<file path="src/rtl/sram_write_port_ctrl.sv">
// Write-port controller for a 2R1W SRAM: clears every entry after reset or on request,
// then arbitrates a high-priority and a low-priority write source onto one registered port.
module sram_write_port_ctrl #(
   parameter int                    DATA_WIDTH   = 32,
   parameter int                    SIZE         = 1024,
   parameter int                    ADDR_WIDTH   = $clog2(SIZE),
   parameter logic [DATA_WIDTH-1:0] CLEAR_VALUE  = '0,
   parameter int                    STARVE_LIMIT = 4
) (
   input  logic                  clk,
   input  logic                  reset,
   input  logic                  clear_req,
   output logic                  init_done,
   input  logic                  wp0_valid,
   output logic                  wp0_ready,
   input  logic [ADDR_WIDTH-1:0] wp0_addr,
   input  logic [DATA_WIDTH-1:0] wp0_data,
   input  logic                  wp1_valid,
   output logic                  wp1_ready,
   input  logic [ADDR_WIDTH-1:0] wp1_addr,
   input  logic [DATA_WIDTH-1:0] wp1_data,
   output logic                  write_en,
   output logic [ADDR_WIDTH-1:0] write_addr,
   output logic [DATA_WIDTH-1:0] write_data
);

   typedef enum logic {INIT, RUN} state_e;

   localparam int                    STARVE_W   = $clog2(STARVE_LIMIT + 1);
   localparam logic [ADDR_WIDTH-1:0] LAST_ADDR  = ADDR_WIDTH'(SIZE - 1);
   localparam logic [STARVE_W-1:0]   STARVE_MAX = STARVE_W'(STARVE_LIMIT);

   state_e                state_q, state_d;
   logic [ADDR_WIDTH-1:0] sweep_q, sweep_d;
   logic [STARVE_W-1:0]   starve_q, starve_d;
   logic                  we_q, we_d;
   logic [ADDR_WIDTH-1:0] addr_q, addr_d;
   logic [DATA_WIDTH-1:0] data_q, data_d;
   logic                  force1, xfer0, xfer1;

   always_comb begin
      state_d   = state_q;
      sweep_d   = sweep_q;
      starve_d  = starve_q;
      we_d      = 1'b0;
      addr_d    = addr_q;
      data_d    = data_q;
      force1    = 1'b0;
      wp0_ready = 1'b0;
      wp1_ready = 1'b0;

      case (state_q)
         INIT: begin
            we_d   = 1'b1;
            addr_d = sweep_q;
            data_d = CLEAR_VALUE;
            // Wrap explicitly so a non-power-of-2 SIZE never walks past the last entry
            if (sweep_q == LAST_ADDR) begin
               sweep_d = '0;
               state_d = RUN;
            end else begin
               sweep_d = sweep_q + 1'b1;
            end
         end
         RUN: begin
            force1    = wp1_valid && (starve_q == STARVE_MAX);
            wp0_ready = !force1;
            wp1_ready = force1 || !wp0_valid;
            if (clear_req) begin
               state_d = INIT;
               sweep_d = '0;
            end
         end
         default: state_d = INIT;
      endcase

      xfer0 = wp0_valid && wp0_ready;
      xfer1 = wp1_valid && wp1_ready;

      if (xfer0) begin
         we_d   = 1'b1;
         addr_d = wp0_addr;
         data_d = wp0_data;
      end else if (xfer1) begin
         we_d   = 1'b1;
         addr_d = wp1_addr;
         data_d = wp1_data;
      end

      if (xfer1 || !wp1_valid) begin
         starve_d = '0;
      end else if (starve_q != STARVE_MAX) begin
         starve_d = starve_q + 1'b1;
      end
   end

   always_ff @(posedge clk) begin
      if (reset) begin
         state_q  <= INIT;
         sweep_q  <= '0;
         starve_q <= '0;
         we_q     <= 1'b0;
         addr_q   <= '0;
         data_q   <= '0;
      end else begin
         state_q  <= state_d;
         sweep_q  <= sweep_d;
         starve_q <= starve_d;
         we_q     <= we_d;
         addr_q   <= addr_d;
         data_q   <= data_d;
      end
   end

   assign init_done  = (state_q == RUN);
   assign write_en   = we_q;
   assign write_addr = addr_q;
   assign write_data = data_q;

endmodule
</file>
<file path="config.mk">
export PLATFORM = sky130hd
export DESIGN_NAME = sram_write_port_ctrl
export DESIGN_NICKNAME = d
export VERILOG_FILES = /design/src/rtl/sram_write_port_ctrl.sv
export SDC_FILE = /design/constraint.sdc
export NUM_CORES = 1
export LEC_CHECK = 0
export ABC_AREA = 0
export CORE_AREA = 2 2 84 86
export DETAILED_ROUTE_END_ITERATION = 7
export DIE_AREA = 0 0 86 88
export PLACE_DENSITY = 0.83
export SYNTH_ARGS = -nofsm -noshare
export SYNTH_HDL_FRONTEND = slang
export SYNTH_SLANG_ARGS = --single-unit
</file>
<file path="constraint.sdc">
create_clock -name clk -period 2.8 [get_ports clk]
set_input_delay 0.42 -clock clk [delete_from_list [all_inputs] [get_ports clk]]
set_output_delay 0.42 -clock clk [all_outputs]
set_load 0.02 [all_outputs]
</file>
==> flow_metrics.env <==
export IMPL_drc=0
export IMPL_finalHoldViolations=0
export IMPL_hp_class="reg -> reg"
export IMPL_slowest_delay_ns=0.67
export IMPL_grt_use_total_pct=22.8
export IMPL_pwr_share_seq_pct=44.0
export IMPL_dp_hpwl_um=6490
export IMPL_gp_congestion=0.800
export IMPL_finalWirelength_um=9000
export IMPL_seq_area_frac_synth_pct=40.2
export IMPL_max_freq_mhz=413
export IMPL_path_clk_slew_ns=0.06
export IMPL_root_buffer="clkbuf_8"
export IMPL_ir_worst_vdd_v=0.000325
export IMPL_netlist_area_um2=2840
export IMPL_vias=3011
export IMPL_ys_ff_latch=57
export IMPL_coreArea_um2=6640
export IMPL_ctsHoldBuffers=0
export IMPL_cts_post_setup_buffers_inserted=0
export IMPL_tightest_slew_ns=0.718
export IMPL_row_count=30
export IMPL_post_route_period_util_pct=86.4
export IMPL_dpl_worst_slack_ns=0.398
export IMPL_crit_required_ns=2.38
export IMPL_grt_remaining_overflow=0
export IMPL_cp_end_kind="output port"
export IMPL_fin_tns_setup_ns=0
export IMPL_synth_area_leaders="dfxtp_1 40%, nand2b_1 9.5%, a22oi_1 8.7%, nor2_1 6.7%, nor3_1 5.8%"
export IMPL_nNetsFinal=560
export IMPL_yosysWarnings=0
export IMPL_yosysTopAreaCellShare_pct=40.2
export IMPL_grt_pass1_wl_um=13600
export IMPL_power_leakage_nw=1.56
export IMPL_routedWlPerCell_um=16.3
export IMPL_synth_top_area_cell="dfxtp_1"
export IMPL_cts_resized=0
export IMPL_crit_chain="inv_1, ha_1, nand3_2, a21boi_2, clkdlybuf4s50_1"
export IMPL_io_buffers=134
export IMPL_report_final_slew_viol_count=0
export IMPL_fin_crit_ns=2.42
export IMPL_areaGrowthSynthToFinish_pct=55.9
export IMPL_cp_arrival_ns=2.00
export IMPL_pwr_share_comb_pct=11.2
export IMPL_grt_pass1_vias=2783
export IMPL_setup_viol=0
export IMPL_crit_type="reg -> out"
export IMPL_yosysUniqueCellTypes=36
export IMPL_fill_cells=570
export IMPL_die_area_um2=7570
export IMPL_cp_slowest_cell="clkdlybuf4s50_1"
export IMPL_htree_levels=3
export IMPL_pin_count=135
export IMPL_finalClockSkew_ns=0.00698
export IMPL_syn_avg_cell_area_um2=8.17
export IMPL_via_per_inst=5.44
export IMPL_drtAntennaViolNets=0
export IMPL_antennaDiodeCount=0
export IMPL_cts_sinks=57
export IMPL_initial_core_util_pct=42.7
export IMPL_cts_buffers=9
export IMPL_die_height_um=88
export IMPL_rsz0062_at_grt="false"
export IMPL_pwr_density_cell_nw_per_um2=425
export IMPL_grtUsageMet2_pct=37.8
export IMPL_insertion_delay_ns=0.33
export IMPL_max_cap_violations=0
export IMPL_cts_tree="yes"
export IMPL_layout_drive_gt1_share_pct=6.77
export IMPL_startpoint_type="flip-flop"
export IMPL_switchingPower_uw=386
export IMPL_synthCells=347
export IMPL_drtIter0Drc=130
export IMPL_worstPathMaxFanout=5
export IMPL_grt_use_met1_pct=28.0
export IMPL_p_int_mw=1.50
export IMPL_drtPass1Iterations=4
export IMPL_grt_busiest_layer="met2"
export IMPL_synth_nets=439
export IMPL_antenna_found_initial=0
export IMPL_use_met3_pct=5.18
export IMPL_switching_share_pct=20.5
export IMPL_fin_ws_ns=0.381
export IMPL_p_clk_share_pct=44.8
export IMPL_slew_headroom_pct=52.1
export IMPL_grt_max_degree=41
export IMPL_die_w_um=86
export IMPL_cts_max_path_buffers=2
export IMPL_status="completed"
==> state kept, by name, indices dropped and copies added (netlist names) <==
register / cells
write_data: 32
sweep_q: 10
write_addr: 10
starve_q: 3
init_done: 1
write_en: 1
==> critical path, delay by kind of cell, from the launching register on <==
| family | cells | cell delay (ns) |
|---|---|---|
| and+or+nand+nor | 1 | 0.14 |
| DFF | 1 | 0.34 |
| AOI/OAI and AO/OA | 1 | 0.18 |
| buffers and inverters | 2 | 0.74 |
| adders and majority gates | 1 | 0.26 |
==> cell usage in the layout (no fill, tap or decap), types with 3 or more instances in the layout <==
| cell | count |
|---|---|
| nand2_1 | 12 |
| buf_4 | 8 |
| a31oi_1 | 5 |
| and3_1 | 3 |
| nor2_1 | 51 |
| nor3b_1 | 10 |
| dfxtp_1 | 57 |
| clkbuf_8 | 14 |
| nand2b_1 | 43 |
| a22oi_1 | 33 |
| clkdlybuf4s50_1 | 133 |
| o32ai_1 | 10 |
| ha_1 | 3 |
| nand3_1 | 7 |
| nor3_1 | 33 |
| a21oi_1 | 6 |
| o21ai_0 | 3 |
| inv_1 | 3 |
| or3_1 | 4 |
| a211oi_1 | 12 |
==> kinds of logic after synthesis <==
family,Yosys count,synth area share [%]
flip-flops,57,40.2
XOR/XNOR,1,0.309
multiplexers,1,0.353
AO/OA/AOI/OAI,75,19.6
AND/OR/NAND/NOR,174,32.2
buffers and inverters,36,5.91
adder cells (fa/ha/maj),3,1.32
==> cell type report <==
class,count,area [um2],area share (%)
clock buffer,15,196,4.44
clock inverter,1,30.0,0.679
inverter,3,11.3,0.255
multi-input combinational,254,1530,34.5
sequential,57,1140,25.8
tap,80,100,2.26
timing repair buffer,143,1420,32.0
==> power groups by stage <==
stage / Clock (mW) / Combinational, mW / Sequential (mW)
floorplan: 0 / 0.0626 / 0.848
global placement: 0 / 0.205 / 0.846
detailed placement: 0 / 0.208 / 0.846
CTS: 0.860 / 0.211 / 0.828
global route: 0.899 / 0.223 / 0.829
finish: 0.843 / 0.210 / 0.828
==> cell usage after synthesis, drive strengths merged <==
cell type / number
or4: 1
and4: 2
nor2: 51
nor3b: 10
nand2: 12
or3: 4
ha: 3
buf: 15
or2: 1
a21boi: 2
nand3: 9
nor3: 33
a22oi: 33
mux2i: 1
and3: 3
nand2b: 43
inv: 3
nor2b: 1
dfxtp: 57
o21ai: 3
clkbuf: 18
a211oi: 12
o211ai: 2
or3b: 1
and2: 1
a31oi: 6
nand4: 2
a21oi: 6
a41oi: 1
xnor2: 1
o32ai: 10
==> through the flow <==
stage	instance area, um2	cells	util (%)	hold slack (ns)	power, mW
final	4420	553	66.6	0.489	1.88
after global routing	4420	553	66.6	0.509	1.95
after CTS	4420	553	66.6	0.490	1.90
after detailed placement	4200	537	63.2	0.478	1.05
after global placement	4200	537	63.2	0.476	1.05
after floorplan	2840	347	-	0.474	0.910
==> path summary, 6_finish.rpt <==
check,endpoint,slack (ns),cells after the start,startpoint
worst max register to register,write_data[5],0.72,7,starve_q[0]
worst min register to register,write_data[15],0.49,2,write_data[15]
worst max-delay path,wp1_ready,0.38,5,starve_q[0]
worst min-delay path,write_data[15],0.49,2,write_data[15]
==> metal layers <==
| metal | part of all wire [%] | up-vias |
|---|---|---|
| met3 | 6.3 | 18 |
| met1 | 41 | 1408 |
| met2 | 50 | 99 |
| met4 | 2.4 | 0 |
| met5 | 0 | - |
| li1 | - | 1486 |
Power figures use the tool's default switching activity.
